`config.mk`:
```
export PLATFORM = sky130hd
export DESIGN_NAME = sr_rw_ctrl
export DESIGN_NICKNAME = d
export VERILOG_FILES = /design/src/rtl/sr_pkg.sv /design/src/rtl/sr_clk_div.sv /design/src/rtl/sr_rw_ctrl.sv
export SDC_FILE = /design/constraint.sdc
export NUM_CORES = 1
export LEC_CHECK = 0
export ABC_AREA = 1
export CAP_MARGIN = 40
export CORE_UTILIZATION = 54
export CTS_BUF_LIST = sky130_fd_sc_hd__clkbuf_4 sky130_fd_sc_hd__clkbuf_8 sky130_fd_sc_hd__clkbuf_16
export CTS_CLUSTER_DIAMETER = 80
export DETAILED_ROUTE_END_ITERATION = 8
export PLACE_DENSITY = 0.79
export SETUP_SLACK_MARGIN = 0.05
export SYNTH_ARGS = -nofsm -noshare
export SYNTH_HDL_FRONTEND = slang
export SYNTH_SLANG_ARGS = --single-unit
```
`constraint.sdc`:
```
create_clock -name clk -period 22.2 [get_ports clk]
set_input_delay 2.22 -clock clk [delete_from_list [all_inputs] [get_ports clk]]
set_output_delay 2.22 -clock clk [all_outputs]
set_load 0.05 [all_outputs]
```
`src/rtl/sr_pkg.sv`:
```
// Shared definitions for the serial configuration-chain controllers:
// FSM encoding, default chain width and counter sizing.
package sr_pkg;

  typedef enum logic [1:0] {
    ST_IDLE  = 2'd0,
    ST_SHIFT = 2'd1,
    ST_LOAD  = 2'd2,
    ST_FIN   = 2'd3
  } sr_state_e;

  localparam int unsigned SR_DEFAULT_WIDTH = 170;

  // Bits needed for a counter that must be able to hold max_val.
  function automatic int unsigned sr_cnt_width(input int unsigned max_val);
    if (max_val < 1) begin
      sr_cnt_width = 1;
    end else begin
      sr_cnt_width = $clog2(max_val + 1);
    end
  endfunction

endpackage

```
`src/rtl/sr_clk_div.sv`:
```
// Half-period divider for serial config clocks: a tick every CLK_DIV enabled
// cycles, plus a phase bit and the rise/fall enables derived from it.
module sr_clk_div
  import sr_pkg::*;
#(
  parameter int unsigned CLK_DIV = 4
) (
  input  logic clk,
  input  logic rst,
  input  logic clr_i,
  input  logic en_i,
  output logic tick_o,
  output logic rise_o,
  output logic fall_o,
  output logic phase_o
);

  localparam int unsigned   HW      = sr_cnt_width(CLK_DIV);
  localparam logic [HW-1:0] HP_LAST = HW'(CLK_DIV - 1);

  logic [HW-1:0] hp_q, hp_d;
  logic          ph_q, ph_d;

  // Phase 0 is the low half of the serial clock, phase 1 the high half.
  assign tick_o  = en_i & (hp_q == HP_LAST);
  assign rise_o  = tick_o & ~ph_q;
  assign fall_o  = tick_o & ph_q;
  assign phase_o = ph_q;

  // Next-state for the half-period counter and phase bit.
  always_comb begin
    hp_d = hp_q;
    ph_d = ph_q;
    if (clr_i) begin
      hp_d = '0;
      ph_d = 1'b0;
    end else if (en_i) begin
      if (tick_o) begin
        hp_d = '0;
        ph_d = ~ph_q;
      end else begin
        hp_d = hp_q + HW'(1);
        ph_d = ph_q;
      end
    end else begin
      hp_d = hp_q;
      ph_d = ph_q;
    end
  end

  // Counter and phase registers.
  always_ff @(posedge clk or posedge rst) begin
    if (rst) begin
      hp_q <= '0;
      ph_q <= 1'b0;
    end else begin
      hp_q <= hp_d;
      ph_q <= ph_d;
    end
  end

endmodule

```
`src/rtl/sr_rw_ctrl.sv`:
```
// Mic4 configuration-chain controller: shifts a WIDTH-bit word out on
// clk_sr/din_sr, captures the old chain contents from dout_sr, optional load_sr.
module sr_rw_ctrl
  import sr_pkg::*;
#(
  parameter int unsigned WIDTH     = SR_DEFAULT_WIDTH,
  parameter int unsigned CLK_DIV   = 4,
  parameter bit          MSB_FIRST = 1'b1
) (
  input  logic             clk,
  input  logic             rst,
  input  logic [WIDTH-1:0] din,
  input  logic             start,
  input  logic             load_en,
  input  logic             dout_sr,
  output logic             clk_sr,
  output logic             din_sr,
  output logic             load_sr,
  output logic             busy,
  output logic             done,
  output logic [WIDTH-1:0] dout
);

  localparam int unsigned   BW       = sr_cnt_width(WIDTH);
  localparam logic [BW-1:0] BIT_LAST = BW'(WIDTH - 1);

  sr_state_e        state_q;
  logic [WIDTH-1:0] shreg_q;
  logic [WIDTH-1:0] cap_q;
  logic [WIDTH-1:0] dout_q;
  logic [BW-1:0]    bit_q;
  logic             load_en_q;
  logic             clk_sr_q;
  logic             din_sr_q;
  logic             load_sr_q;
  logic             busy_q;
  logic             done_q;

  logic div_clr_s, div_en_s, tick_s, rise_s, fall_s, phase_s;

  function automatic logic head_bit(input logic [WIDTH-1:0] w);
    if (MSB_FIRST) begin
      head_bit = w[WIDTH-1];
    end else begin
      head_bit = w[0];
    end
  endfunction

  function automatic logic [WIDTH-1:0] shift_out(input logic [WIDTH-1:0] w);
    if (MSB_FIRST) begin
      shift_out = {w[WIDTH-2:0], 1'b0};
    end else begin
      shift_out = {1'b0, w[WIDTH-1:1]};
    end
  endfunction

  // The first captured bit must end up where the first written bit came from,
  // so a chain preloaded with P reads back as P.
  function automatic logic [WIDTH-1:0] shift_in(input logic [WIDTH-1:0] w, input logic b);
    if (MSB_FIRST) begin
      shift_in = {w[WIDTH-2:0], b};
    end else begin
      shift_in = {b, w[WIDTH-1:1]};
    end
  endfunction

  assign div_clr_s = (state_q == ST_IDLE);
  assign div_en_s  = (state_q == ST_SHIFT) | (state_q == ST_LOAD);

  sr_clk_div #(
    .CLK_DIV (CLK_DIV)
  ) u_clk_div (
    .clk     (clk),
    .rst     (rst),
    .clr_i   (div_clr_s),
    .en_i    (div_en_s),
    .tick_o  (tick_s),
    .rise_o  (rise_s),
    .fall_o  (fall_s),
    .phase_o (phase_s)
  );

  // Main FSM with datapath and registered outputs.
  always_ff @(posedge clk or posedge rst) begin
    if (rst) begin
      state_q   <= ST_IDLE;
      shreg_q   <= '0;
      cap_q     <= '0;
      dout_q    <= '0;
      bit_q     <= '0;
      load_en_q <= 1'b0;
      clk_sr_q  <= 1'b0;
      din_sr_q  <= 1'b0;
      load_sr_q <= 1'b0;
      busy_q    <= 1'b0;
      done_q    <= 1'b0;
    end else begin
      done_q <= 1'b0;
      case (state_q)
        ST_IDLE: begin
          if (start) begin
            shreg_q   <= din;
            load_en_q <= load_en;
            bit_q     <= '0;
            busy_q    <= 1'b1;
            clk_sr_q  <= 1'b0;
            din_sr_q  <= head_bit(din);
            state_q   <= ST_SHIFT;
          end else begin
            state_q <= ST_IDLE;
          end
        end
        ST_SHIFT: begin
          // Sample the tail just before the chip sees the rising edge.
          if (rise_s) begin
            clk_sr_q <= 1'b1;
            cap_q    <= shift_in(cap_q, dout_sr);
          end else if (fall_s) begin
            clk_sr_q <= 1'b0;
            if (bit_q == BIT_LAST) begin
              if (load_en_q) begin
                load_sr_q <= 1'b1;
                state_q   <= ST_LOAD;
              end else begin
                busy_q   <= 1'b0;
                done_q   <= 1'b1;
                dout_q   <= cap_q;
                din_sr_q <= 1'b0;
                state_q  <= ST_FIN;
              end
            end else begin
              bit_q    <= bit_q + BW'(1);
              shreg_q  <= shift_out(shreg_q);
              din_sr_q <= head_bit(shift_out(shreg_q));
            end
          end else begin
            clk_sr_q <= clk_sr_q;
          end
        end
        ST_LOAD: begin
          // The divider keeps running, so the end of its high phase marks 2*CLK_DIV cycles.
          if (tick_s && phase_s) begin
            load_sr_q <= 1'b0;
            busy_q    <= 1'b0;
            done_q    <= 1'b1;
            dout_q    <= cap_q;
            din_sr_q  <= 1'b0;
            state_q   <= ST_FIN;
          end else begin
            state_q <= ST_LOAD;
          end
        end
        ST_FIN: begin
          state_q <= ST_IDLE;
        end
        default: begin
          clk_sr_q  <= 1'b0;
          din_sr_q  <= 1'b0;
          load_sr_q <= 1'b0;
          busy_q    <= 1'b0;
          state_q   <= ST_IDLE;
        end
      endcase
    end
  end

  assign clk_sr  = clk_sr_q;
  assign din_sr  = din_sr_q;
  assign load_sr = load_sr_q;
  assign busy    = busy_q;
  assign done    = done_q;
  assign dout    = dout_q;

endmodule

```
==> flow_metrics.tcl <==
set metrics [dict create \
    top_usage_layer "met2" \
    netlist_top_cells_count "nand2_1 (1,410), dfrtp_1 (529), o21ai_0 (347), inv_1 (200), clkbuf_1 (71)" \
    grt_pass1_wl_um 86660 \
    worstPathArrival_ns 1.85 \
    die_w_um 204.5 \
    cellPowerDensity_nw_per_um2 69.88 \
    path_class "reg2out" \
    htree_num_levels 2 \
    p_leak_nw 13.79 \
    rsz0062_at_grt "false" \
    vias 17899 \
    synthFlopType "dfrtp_1" \
    dr.pass1.iters 5 \
    core-area_um2 40100 \
    netlist.area_leader.share_pct 59.81 \
    post_drt_wl_per_cell_um 14.66 \
    use_met1_pct 34.12 \
    r2r_slack_ns 18.72 \
    ir_drop_v 0.00008211 \
    slew_viol_final 0 \
    cap_violations 0 \
    crit_family "buffers and inverters" \
    row_count 73 \
    path_cells "clkdlybuf4s50_1" \
    synth_warnings 0 \
    cts_root_buffer "clkbuf_16" \
    synth-seq-cells 529 \
    synth_area_leaders "dfrtp_1 (60%), nand2_1 (24%), o21ai_0 (7.8%), inv_1 (3.4%), buf_2 (1.5%)" \
    drtIter0Drc 1318 \
    syn-instance-count 2699 \
    drc 0 \
    initial_core_util_pct 55.20 \
    cts_sinks 529 \
    antenna_found_initial 1 \
    cts_resized 0 \
    maxSlewHeadroom_pct 36.06 \
    holdBufCountCts 0 \
    min_path_type "reg2reg" \
    tightest_slew_ns 0.9590 \
    synth_edf_count 0 \
    cts_made_buffers 53 \
    die-area_um2 41800 \
    slowest_stage "clkdlybuf4s50_1" \
    grt_overflow 0 \
    io_pins 350 \
    pre_cts_ws_ns 17.63 \
    drt-total-wl_um 51920 \
    yosys.area.top_type "dfrtp_1" \
    die_h_um 204.5 \
    syn_nets 2881 \
    grt_pass1_vias 17779 \
    dp_hpwl_um 33300 \
    fmax_mhz 245.7 \
    synth_area_per_cell_um2 8.201 \
    required_ns 19.98 \
    gr-usage-all-layers_pct 25.54 \
    insertion_delay_ns 0.59 \
    ys_seq_area_share_pct 59.81 \
    cts_tree "built" \
    clkSlewWorstSetupHoldPaths_ns 0.06 \
    final_nets 3157 \
    drive_above_1_share_pct 4.277 \
    syn_area_um2 22130 \
    whs_ns 0.4687 \
    postCtsSetupBuffers 0 \
    critPathBufInv 1 \
    ant_nets 0 \
    synth.most_common_cell "nand2_1" \
    grt_util_met3_pct 5.517 \
    fin_skew_ns 0.01171 \
    area_growth_pct 25.88 \
    finalCritPeriodShare_pct 18.34 \
    setup_violations 0 \
    crit_path_end_kind "output port" \
    critical_path.max_fanout 2 \
    via_per_inst 5.053 \
    critPathMaxStageDelay_ns 0.84 \
    setup_tns_ns 0 \
    async_flop_share_pct 100.0 \
    clockBufferDepth 3 \
    grt_use_met2_pct 41.23 \
    cp-start-kind "flip-flop" \
    port_buffers 349 \
    gp_congestion 0.8370 \
    period_minus_slack_ns 4.070 \
    yosysUniqueCellTypes 25 \
    status "finished, final reports clean" \
    grt_max_degree 189 \
    hold_viol 0 \
    fin_ws_ns 18.13 \
]
==> cell families after synthesis <==
| logic type | after synthesis | share of synthesized area (%) |
|---|---|---|
| adders and majority gates | 7 | 0.3957 |
| DFF | 529 | 59.81 |
| xor gates and xnor gates | 1 | 0.03958 |
| and+or+nand+nor | 1454 | 24.97 |
| buffers and inverters | 350 | 6.637 |
| AOI/OAI and AO/OA | 358 | 8.152 |
==> layout by cell type (no fill, tap or decap) <==
cell	Yosys	routed
nand3b_1	2	2
nand2_2	2	1
inv_1	200	198
xnor2_1	1	1
buf_16	0	9
nand2_1	1410	1410
ha_1	7	6
a31o_2	1	1
clkbuf_16	0	53
dfrtp_1	529	529
a32o_1	1	1
nand4_1	2	2
ha_4	0	1
nand4_4	0	1
nand2_8	0	1
inv_4	0	1
nand3_4	0	1
buf_4	1	8
clkdlybuf4s50_1	0	349
o31ai_1	1	1
nor2_4	1	1
a21oi_1	7	7
buf_12	0	5
inv_6	0	2
nand3_1	14	14
a31oi_1	1	1
or2_2	1	1
clkbuf_4	0	9
nor2_1	19	19
o21ai_0	347	347
nand4_2	2	1
clkinvlp_4	0	2
inv_8	0	1
bufinv_16	0	5
clkbuf_8	0	15
clkinv_2	0	10
diode_2	0	1
==> tightest hold or removal path: cells and delay by family (launching register included) <==
family | cells | cell delay [ns]
DFF | 1 | 0.34
and+or+nand+nor | 2 | 0.09
==> cell type report <==
class                           instances  area (um2)
Clock buffer                           77        1600
Tap cell                              525       656.9
Timing Repair Buffer                  371        3901
Inverter                              200       760.7
Clock inverter                         19       232.7
Multi-Input combinational cell       1820        7470
Antenna cell                            1       2.502
Fill cell                            3031       12240
Sequential cell                       529       13240
==> path summary, 6_finish.rpt <==
check | start | end | depth (start not counted)
min in group asynchronous | rst | shreg_q[45] | 2
max in group asynchronous | rst | dout[114] | 4
worst min register to register | shreg_q[132] | shreg_q[132] | 2
worst max register to register | state_q[1] | dout[113] | 11
worst min-delay path | shreg_q[132] | shreg_q[132] | 2
worst max-delay path | dout[107] | dout[107] | 1
==> metrics by stage <==
| stage | instances | cell area, um2 | utilization (%) | power (W) |
|---|---|---|---|---|
| after detailed placement | 3445 | 26030 | 64.91 | 0.001037 |
| after global placement | 3433 | 25720 | 64.14 | 0.001036 |
| after CTS | 3541 | 27860 | 69.48 | 0.001967 |
| after global routing | 3542 | 27860 | 69.49 | 0.002009 |
| final | 3542 | 27860 | 69.49 | 0.001947 |
| after floorplan | 2699 | 22130 | - | 0.0009983 |
==> power breakdown <==
part           total [W]  internal (W)  switching (W)
sequential      0.000965      0.000965    0.000000330
clock           0.000929      0.000557       0.000372
combinational  0.0000530     0.0000282      0.0000248
==> sequential cells by signal (all words and copies together), names as in the netlist, 2 cells and up <==
register	count
bit_q	8
cap_q	170
dout	170
shreg_q	169
state_q	2
u_clk_div.hp_q	3
==> layer usage <==
layer	wire length, um	share of wire [%]	vias up
met4	1553	3.0	0
met1	22230	43	8546
met3	3239	6.2	92
met5	0	0	-
met2	24900	48	469
li1	-	-	8792
(Power assumes the default switching activity.)
